<file path="src/rtl/sha256_block_loader.sv">
// SHA-256 block loader: pads a big-endian 32-bit word stream into 512-bit blocks
// and replays each block to the message schedule (16 writes, 48 expand, idle gap).
//
// state  | meaning
// IDLE   | waiting for the first word of a message
// FILL   | accepting message words into the block buffer
// PAD    | writing the 0x80 word, zero fill and bit length, one word per cycle
// EMIT   | 16 write cycles, buffer words 0..15 to the schedule
// EXPAND | 48 expansion cycles, schedule running without writes
// GAP    | schedule idle so its internal round counter returns to zero
module sha256_block_loader #(
    parameter int GAP_CYCLES = 1,
    parameter int LEN_W      = 64
) (
    input  logic        clk,
    input  logic        reset,
    input  logic        msg_valid,
    input  logic [31:0] msg_data,
    input  logic        msg_last,
    input  logic [1:0]  msg_bytes,
    output logic        msg_ready,
    output logic [31:0] data,
    output logic        write_enable,
    output logic        inner_busy,
    output logic        block_first,
    output logic        block_last,
    output logic        msg_done,
    output logic        busy
);
    localparam int GAP_W = (GAP_CYCLES > 1) ? $clog2(GAP_CYCLES) : 1;

    typedef enum logic [2:0] {IDLE, FILL, PAD, EMIT, EXPAND, GAP} state_t;

    state_t           state;
    logic [31:0]      blk_buf [16];
    logic [4:0]       idx;
    logic [LEN_W-1:0] len;
    logic [5:0]       run_cnt;
    logic [GAP_W-1:0] gap_cnt;
    logic             pad_pending;
    logic             len_fit;
    logic             need_extra;
    logic             more;
    logic             first_blk;

    logic             accept;
    logic [4:0]       wr_idx;
    logic [31:0]      in_word;
    logic [5:0]       add_bits;
    logic [LEN_W-1:0] len_next;

    // Last word: keep the valid bytes, place 0x80 right after them, zero the rest.
    always_comb begin
        accept   = msg_valid & msg_ready;
        wr_idx   = (state == IDLE) ? 5'd0 : idx;
        in_word  = msg_data;
        add_bits = 6'd32;
        if (msg_last) begin
            case (msg_bytes)
                2'd1:    in_word = {msg_data[31:24], 8'h80, 16'h0000};
                2'd2:    in_word = {msg_data[31:16], 8'h80, 8'h00};
                2'd3:    in_word = {msg_data[31:8], 8'h80};
                default: in_word = msg_data;
            endcase
            add_bits = (msg_bytes == 2'd0) ? 6'd32 : {1'b0, msg_bytes, 3'b000};
        end
        len_next = ((state == IDLE) ? {LEN_W{1'b0}} : len) + LEN_W'(add_bits);
    end

    always_ff @(posedge clk or negedge reset) begin
        if (!reset) begin
            state        <= IDLE;
            for (int i = 0; i < 16; i++) blk_buf[i] <= '0;
            idx          <= '0;
            len          <= '0;
            run_cnt      <= '0;
            gap_cnt      <= '0;
            pad_pending  <= 1'b0;
            len_fit      <= 1'b0;
            need_extra   <= 1'b0;
            more         <= 1'b0;
            first_blk    <= 1'b0;
            msg_ready    <= 1'b0;
            data         <= '0;
            write_enable <= 1'b0;
            inner_busy   <= 1'b0;
            block_first  <= 1'b0;
            block_last   <= 1'b0;
            msg_done     <= 1'b0;
            busy         <= 1'b0;
        end else begin
            write_enable <= 1'b0;
            block_first  <= 1'b0;
            msg_done     <= 1'b0;
            data         <= '0;
            case (state)
                IDLE, FILL: begin
                    msg_ready <= 1'b1;
                    if (accept) begin
                        blk_buf[wr_idx[3:0]] <= in_word;
                        len   <= len_next;
                        idx   <= wr_idx + 5'd1;
                        busy  <= 1'b1;
                        state <= FILL;
                        if (state == IDLE) begin
                            first_blk   <= 1'b1;
                            len_fit     <= 1'b0;
                            need_extra  <= 1'b0;
                            more        <= 1'b0;
                            pad_pending <= 1'b0;
                        end
                        if (msg_last) begin
                            state     <= PAD;
                            msg_ready <= 1'b0;
                            if (msg_bytes == 2'd0) begin
                                pad_pending <= 1'b1;
                            end else begin
                                len_fit <= (wr_idx <= 5'd13);
                            end
                        end else if (wr_idx == 5'd15) begin
                            state        <= EMIT;
                            more         <= 1'b1;
                            msg_ready    <= 1'b0;
                            inner_busy   <= 1'b1;
                            write_enable <= 1'b1;
                            data         <= blk_buf[0];
                            idx          <= 5'd1;
                            run_cnt      <= 6'd15;
                            block_first  <= first_blk;
                            first_blk    <= 1'b0;
                            block_last   <= 1'b0;
                        end
                    end
                end
                PAD: begin
                    msg_ready <= 1'b0;
                    // idx==16 only when the last word filled slot 15: nothing fits, so an extra block follows.
                    if (idx == 5'd16) begin
                        state        <= EMIT;
                        need_extra   <= 1'b1;
                        inner_busy   <= 1'b1;
                        write_enable <= 1'b1;
                        data         <= blk_buf[0];
                        idx          <= 5'd1;
                        run_cnt      <= 6'd15;
                        block_first  <= first_blk;
                        first_blk    <= 1'b0;
                        block_last   <= 1'b0;
                    end else begin
                        idx <= idx + 5'd1;
                        if (pad_pending) begin
                            blk_buf[idx[3:0]] <= 32'h8000_0000;
                            pad_pending       <= 1'b0;
                            if (idx <= 5'd13) len_fit <= 1'b1;
                        end else if (len_fit && idx == 5'd14) begin
                            blk_buf[14] <= len[LEN_W-1 -: 32];
                        end else if (len_fit && idx == 5'd15) begin
                            blk_buf[15] <= len[31:0];
                        end else begin
                            blk_buf[idx[3:0]] <= 32'h0000_0000;
                        end
                        if (idx == 5'd15) begin
                            state        <= EMIT;
                            need_extra   <= ~len_fit;
                            inner_busy   <= 1'b1;
                            write_enable <= 1'b1;
                            data         <= blk_buf[0];
                            idx          <= 5'd1;
                            run_cnt      <= 6'd15;
                            block_first  <= first_blk;
                            first_blk    <= 1'b0;
                            block_last   <= len_fit;
                        end
                    end
                end
                EMIT: begin
                    inner_busy <= 1'b1;
                    if (run_cnt == 6'd0) begin
                        state   <= EXPAND;
                        run_cnt <= 6'd47;
                    end else begin
                        write_enable <= 1'b1;
                        data         <= blk_buf[idx[3:0]];
                        idx          <= idx + 5'd1;
                        run_cnt      <= run_cnt - 6'd1;
                    end
                end
                EXPAND: begin
                    if (run_cnt == 6'd0) begin
                        state      <= GAP;
                        inner_busy <= 1'b0;
                        block_last <= 1'b0;
                        gap_cnt    <= GAP_W'(GAP_CYCLES - 1);
                    end else begin
                        run_cnt <= run_cnt - 6'd1;
                    end
                end
                GAP: begin
                    if (gap_cnt != '0) begin
                        gap_cnt <= gap_cnt - 1'b1;
                    end else if (need_extra) begin
                        // Extra block always carries the length; any pending 0x80 lands at slot 0.
                        state      <= PAD;
                        idx        <= 5'd0;
                        need_extra <= 1'b0;
                        len_fit    <= 1'b1;
                    end else if (more) begin
                        state     <= FILL;
                        idx       <= 5'd0;
                        more      <= 1'b0;
                        msg_ready <= 1'b1;
                    end else begin
                        state     <= IDLE;
                        msg_done  <= 1'b1;
                        msg_ready <= 1'b1;
                        busy      <= 1'b0;
                    end
                end
                default: state <= IDLE;
            endcase
        end
    end
endmodule

</file>
<file path="config.mk">
export PLATFORM = sky130hd
export DESIGN_NAME = sha256_block_loader
export DESIGN_NICKNAME = d
export VERILOG_FILES = /design/src/rtl/sha256_block_loader.sv
export SDC_FILE = /design/constraint.sdc
export NUM_CORES = 1
export LEC_CHECK = 0
export BUFFER_PORTS_ARGS = -buffer_cell sky130_fd_sc_hd__buf_2
export CAP_MARGIN = 30
export CELL_PAD_IN_SITES_DETAIL_PLACEMENT = 0
export CELL_PAD_IN_SITES_GLOBAL_PLACEMENT = 2
export CORE_MARGIN = 2
export CORE_UTILIZATION = 42
export DETAILED_ROUTE_END_ITERATION = 10
export GPL_ROUTABILITY_DRIVEN = 0
export PLACE_DENSITY = 0.78
export SLEW_MARGIN = 20
export SYNTH_ARGS = -nofsm -noshare
export SYNTH_HDL_FRONTEND = slang
export SYNTH_SLANG_ARGS = --single-unit
export TNS_END_PERCENT = 50
</file>
<file path="constraint.sdc">
create_clock -name clk -period 4.5 [get_ports clk]
set_input_delay 0.675 -clock clk [delete_from_list [all_inputs] [get_ports clk]]
set_output_delay 0.675 -clock clk [all_outputs]
set_load 0.02 [all_outputs]
</file>
==> results by group, run 1 <==
Global routing
  • Total track usage: 30.1%
  • First-pass GRT wire length: 166,000 um
  • Largest net degree at the start of global routing: 108
  • Grt total ovfl: 0
  • Initial antenna violation count: 1
  • Number of global-route vias before repair: 24.4k

Setup path
  • CP max stage cell: or3b_1
  • Worst path required time: 4.95 ns
  • Delay-heaviest family, CP: buffers and inverters
  • Slowest cell delay on critical path: 0.67 ns
  • Most used cell, CP: buf_4
  • Setup crit end kind: flip-flop
  • Critical-path cell list: buf_4, or3b_1, nor4_2, buf_4, a221o_2, buf_4, o21ai_0
  • CP Max Fanout: 36
  • Critical Path AT: 4.10 ns
  • CP Buf/Inv Count: 3
  • Setup Crit Path Kind: flip-flop to flip-flop
  • Nature of the critical path startpoint: flip-flop
  • R2R cell count: 7
  • Stages on the worst setup path: 7

Detailed routing
  • # DRC: 0
  • Vias: 24.3k
  • Total wire length: 110,000 um
  • Drt via density: 6.23
  • DR iter-0 viols: 2,371
  • Pre-antenna DRT Iters: 5
  • Antenna-violating nets left: 0
  • Wire length per cell: 28.2 um

Power
  • Pwr dens: 736 mW/mm^2
  • Comb power frac: 40.3%
  • Sw Pwr: 10,100 uW
  • Clock power frac: 24.6%
  • Int Pwr: 15,000 uW
  • Flop pwr share: 35.1%
  • Leak: 0.0144 uW
  • Switching part of the total power: 40.3%
  • VDD IR max: 0.000469 V

Synthesis
  • Syn Nets: 2,968
  • Post-synthesis sequential area ratio: 52.4%
  • Main synth FF type: dfrtp_1
  • Synth top area share: 52.4%
  • Top post-synthesis cells by area: dfrtp_1 52%, mux4_2 7.1%, nand2_1 6.8%
  • Number of synthesized register bits: 631
  • Post-synth EDFFs: 0
  • Async set or reset register ratio after synthesis: 100%
  • Yosys warnings: 0
  • Yosys cell types: 74
  • Synthesized area: 0.0302 mm^2
  • Mapped Cells: 2,914
  • Avg Cell Area, Syn: 10.3 um^2
  • Largest area contributor in the netlist: dfrtp_1

STA
  • Fin crit period: 3.65 ns
  • Worst clock skew: 0.0252 ns
  • RSZ-0062 raised after global routing: no
  • Slew HR: 31.0%
  • Hold Vio Cnt, Final: 0
  • Fin crit share: 81.1%
  • Slew @ Worst Pin: 1.04 ns
  • Setup TNS: 0 ns
  • Max Slew Vio Count: 0
  • Final setup margin: 0.850 ns
  • Final setup viols: 0
  • Max Clk Rate: 274 MHz

Floorplan
  • Die Y: 272 um
  • Rows: 98
  • Die Span X: 272 um
  • # IOs: 77
  • Core area: 0.0712 mm^2
  • Die area: 0.0739 mm^2
  • Initial Utilization: 42.3%

Hold path
  • Hold Path Class: input pin to asynchronous set/reset pin

Final layout
  • Layout Nets: 2,950
  • Finished Cell Area: 0.0341 mm^2
  • Layout cells sized above 1: 14.4%
  • Register area: 0.0158 mm^2
  • Synthesis-to-finish area growth: 13.2%
  • Multi-input logic area: 0.0133 mm^2
  • # fillers: 6,572

Clock network
  • Post-CTS resize count: 0
  • Setup repair bufs after CTS: 0
  • TritonCTS buffer count: 75
  • Root Buffer: clkbuf_16
  • Later-pin clock latency in the skew report: 0.61 ns
  • Sink Count: 631
  • Clock-pin slew on the worst setup and hold paths: 0.06 ns
  • Hold_buf cts: 0
  • H-tree Lvls: 3
  • Bufs on Longest Clock Path: 3
  • CTS tree: built

Flow run
  • Max cap viols: 0

Placement
  • Buffers on Ports: 76
  • Dpl cell area: 0.0316 mm^2
  • Post-DP HPWL: 68,900 um
  • Pre-CTS WS: 0.878 ns

Status
  • Status: completed
-- kinds of logic after synthesis --
logic type | Yosys count | synth area share [%]
fa+ha+maj | 16 | 0.689
buf+inv | 293 | 3.98
xor+xnor | 40 | 1.16
mux | 194 | 10.4
flops | 631 | 52.4
simple gates | 877 | 13.1
compound gates | 863 | 18.2
-- power by group through the flow --
stage	sequential, uW	clock, uW	combinational (uW)
global placement	8820	0	9820
finish	8830	6170	10100
detailed placement	8910	0	10000
global route	9070	6550	10900
floorplan	8580	0	6470
CTS	8820	6270	10000
-- sequential cells by signal, indices dropped and copies added, names as in the netlist, named ones only --
| signal | cells |
|---|---|
| data | 32 |
| msg_ready | 1 |
| more | 1 |
| busy | 1 |
| len | 61 |
| block_last | 1 |
| blk_buf | 498 |
| write_enable | 1 |
| idx | 5 |
| first_blk | 1 |
| msg_done | 1 |
| block_first | 1 |
| inner_busy | 1 |
| need_extra | 1 |
| state | 3 |
| len_fit | 1 |
| run_cnt | 6 |
| pad_pending | 1 |
-- cells in the final DEF, fill, tap and decap left out, types with 13 or more instances in the layout --
master,Yosys,routed
a211oi_1,19,19
a21oi_1,39,38
a22o_1,17,17
a22oi_1,51,50
a2bb2oi_1,16,16
a32o_1,20,20
a32oi_1,13,13
and2_1,17,17
buf_2,76,75
buf_4,1,78
clkbuf_1,175,18
clkbuf_16,0,76
clkbuf_8,0,14
dfrtp_1,631,627
ha_1,15,15
inv_1,31,31
mux2i_1,88,88
mux4_2,95,95
nand2_1,546,546
nand3_1,59,59
nand4_1,39,39
nor2_1,64,62
nor2b_1,48,48
nor3_1,21,20
o21ai_0,381,377
o21ai_1,96,96
o221ai_1,21,21
o22ai_1,23,22
o2bb2ai_1,104,104
xnor2_1,24,24
xor2_1,16,16
-- cell usage after synthesis (all sizes together), types with 23 or more instances --
cell type / count
nand4: 39
mux4: 95
o21ai: 477
nand3: 59
nor2: 64
a21oi: 39
clkbuf: 175
xnor2: 24
a22oi: 51
o22ai: 23
mux2i: 88
dfrtp: 631
buf: 87
nor2b: 48
inv: 31
nand2: 546
o2bb2ai: 104
-- layout make-up --
cell class	instances	share of cell area, %
inverters	31	0.341
clock inverters	22	0.909
well taps	950	3.48
multi-input cells	1990	39.0
flip-flops and latches	631	46.3
diodes	1	0.00733
clock buffers	108	6.33
repair buffers	167	3.64
-- worst reg2reg max path, delay by kind of cell (launching register included) --
family / cells / cell delay [ns]
buffers and inverters: 3 / 1.44
AOI/OAI and AO/OA: 2 / 0.39
and+or+nand+nor: 2 / 1.27
DFF: 1 / 0.41
-- metrics by stage --
step                std cells  util [%]  power (uW)  hold WS (ns)
global placement         3764      44.3       18600         0.456
floorplan                2914         -       15100         0.379
global route             3899      47.9       26500         0.215
finish                   3900      47.9       25100         0.149
detailed placement       3767      44.4       18900         0.463
CTS                      3897      47.9       25100         0.188
-- layer usage --
metal	vias to the layer above	global-route usage, %	share of wire, %
li1	10500	-	-
met1	12700	41.1	43
met2	929	48.5	47
met3	213	4.88	6.6
met4	2	10.8	3.6
met5	-	0	0.012
-- path summary, 6_finish.rpt --
kind,slack (ns),end,from
max in group asynchronous,3.19,blk_buf[372],reset
max reg2reg,0.85,flip-flop,state[1]
max,0.85,flip-flop,state[1]
min,0.15,run_cnt[0],reset
min reg2reg,0.47,blk_buf[421],blk_buf[421]
min in group clk,0.40,pad_pending,msg_bytes[0]
Power figures use the tool's default switching activity.
==> run 2, diff against run 1 <==
CORE_UTILIZATION = 38   (was 42)
PLACE_DENSITY = 0.74   (was 0.78)
clock period = 2.9 ns   (was 4.5 ns; I/O delays follow)
==> results by group, run 2 (synthesis results as in run 1) <==
Status
  • Status: finished with violations
  • Failing checks: negative setup slack

Global routing
  • Grt total ovfl: 0
  • First-pass GRT wire length: 169,000 um
  • M2 GR Usage: 43.4%
  • Total track usage: 27.6%
  • Routing usage on met1: 39.4%
  • Gr busiest metal: met2
  • Number of global-route vias before repair: 24.5k
  • Initial antenna violation count: 3
  • Largest net degree at the start of global routing: 102
  • Met3 usage: 4.35%

Hold path
  • Hold Path Class: input pin to flip-flop
  • Worst hold start: msg_data[13]

Floorplan
  • Initial Utilization: 38.3%
  • Die area: 0.0816 mm^2
  • Die Y: 286 um
  • Core area: 0.0787 mm^2
  • # IOs: 77
  • Rows: 103
  • Die Span X: 286 um

STA
  • Fin crit period: 2.92 ns
  • Final setup viols: 1
  • Fin crit share: 101%
  • Slew @ Worst Pin: 0.865 ns
  • RSZ-0062 raised after global routing: yes
  • Slew HR: 42.3%
  • Hold slack: 0.164 ns
  • Worst clock skew: 0.0335 ns
  • Max Clk Rate: 343 MHz
  • Max Slew Vio Count: 0
  • Final setup margin: -0.0181 ns
  • Hold Vio Cnt, Final: 0

Final layout
  • Max FFs per register: 498
  • # fillers: 7,452
  • Synthesis-to-finish area growth: 18.3%
  • Layout cells sized above 1: 18.0%
  • Commonest cells after routing, fill and taps aside: 627 x dfrtp_1, 546 x nand2_1, 376 x o21ai_0
  • Most common cell after layout, fill and taps aside: dfrtp_1
  • Largest regs: blk_buf x498, len x61, data x32
  • Final Util: 45.3%
  • Layout Nets: 3,060
  • Inserted Diodes: 0
  • Largest reg by FF count: blk_buf

Power
  • Comb power frac: 42.4%
  • Flop pwr share: 33.5%
  • Switching part of the total power: 39.9%
  • Leak: 0.0152 uW
  • Pwr dens: 1130 mW/mm^2
  • Clock power frac: 24.1%
  • VDD IR max: 0.000603 V
  • Sw Pwr: 16,200 uW
  • Int Pwr: 24,300 uW

Clock network
  • Sink Count: 631
  • Bufs on Longest Clock Path: 3
  • CTS tree: built
  • Later-pin clock latency in the skew report: 0.63 ns
  • Clock-pin slew on the worst setup and hold paths: 0.06 ns
  • TritonCTS buffer count: 74
  • H-tree Lvls: 3
  • Root Buffer: clkbuf_16

Detailed routing
  • Pre-antenna DRT Iters: 5
  • Vias: 24.6k
  • Antenna-violating nets left: 0
  • Wire length per cell: 27.3 um
  • # DRC: 0
  • Drt via density: 5.98
  • DR iter-0 viols: 2,462
  • Total wire length: 112,000 um

Placement
  • Buffers on Ports: 76
  • Pre-CTS WS: -0.204 ns
  • Post-DP HPWL: 73,200 um

Setup path
  • Crit path from: idx[1]
  • Worst r2r src: idx[1]
  • Nature of the critical path startpoint: flip-flop
  • Critical Path AT: 3.37 ns
  • Setup crit end kind: flip-flop
  • CP Max Fanout: 63
  • Slowest cell delay on critical path: 0.47 ns
  • CP max stage cell: o221ai_1
  • Critical-path cell list: buf_4, buf_16, nand2_1, buf_12, o221ai_1, o21ai_0, buf_4, o21ai_0
  • Worst path required time: 3.35 ns
  • Setup Crit Path Kind: flip-flop to flip-flop

Flow run
  • Max cap viols: 0
[run 2: cell count changes in the layout (fill, tap and decap cells not counted), moves of 2 or more]
cell,delta
nor4_4,+2
clkinv_2,+8
ha_1,-2
inv_6,-3
buf_12,+39
clkbuf_1,-5
buf_4,+72
[run 2: critical path: cells and delay by family (launching register included)]
family          cells  cell delay, ns
compound gates      3            1.14
flops               1            0.40
simple gates        1            0.20
buf+inv             4            0.94
[run 2: path summary, 6_finish.rpt]
path	end	slack, ns	cells after the start
min reg2reg	blk_buf[402]	0.47	2
max in group asynchronous	blk_buf[277]	1.61	4
max reg2reg	data[24]	-0.02	8
max	data[24]	-0.02	8
min	blk_buf[13]	0.16	3
min in group asynchronous	run_cnt[3]	0.31	2
[run 2: routing by layer]
metal	share of wire, %	routed length [um]
met5	0	0
met4	2.8	3130
met3	6.9	7750
met2	46	51900
met1	44	49500
[run 2: power groups by stage]
stage          Sequential [uW]  Clock, uW  Combinational (uW)
2_1_floorplan            13300          0               10200
3_3_place_gp             13500          0               16800
3_5_place_dp             13700          0               17000
4_1_cts                  13600       9920               17100
5_1_grt                  13900      10300               18500
6_report                 13600       9760               17200
[run 2: final cells by class]
cell class | count | area, um^2 | share of cell area, %
inverters | 31 | 116 | 0.326
flip-flops and latches | 631 | 15800 | 44.3
repair buffers | 278 | 2550 | 7.14
clock buffers | 104 | 2160 | 6.05
multi-input cells | 1990 | 13400 | 37.5
clock inverters | 28 | 372 | 1.04
well taps | 1050 | 1310 | 3.68
[run 2: stage by stage]
step / setup TNS [ns] / instances / total power, uW / instance area [um^2]
detailed placement: -0.204 / 3976 / 30700 / 33100
global route: -0.0229 / 4112 / 42700 / 35700
global placement: -0.161 / 3976 / 30300 / 33100
CTS: 0 / 4109 / 40500 / 35600
finish: -0.0181 / 4112 / 40500 / 35700
floorplan: -0.126 / 2914 / 23500 / 30300
[run 2: repair_timing]
item                                    in CTS  in global routing
resized for setup                            1                  4
pin swaps                                    0                  2
hold endpoints to repair                    26                  0
cloned                                       0                  0
hold buffers                                 1                  0
endpoints found under the setup margin       1                 75
buffers inserted                             0                  3
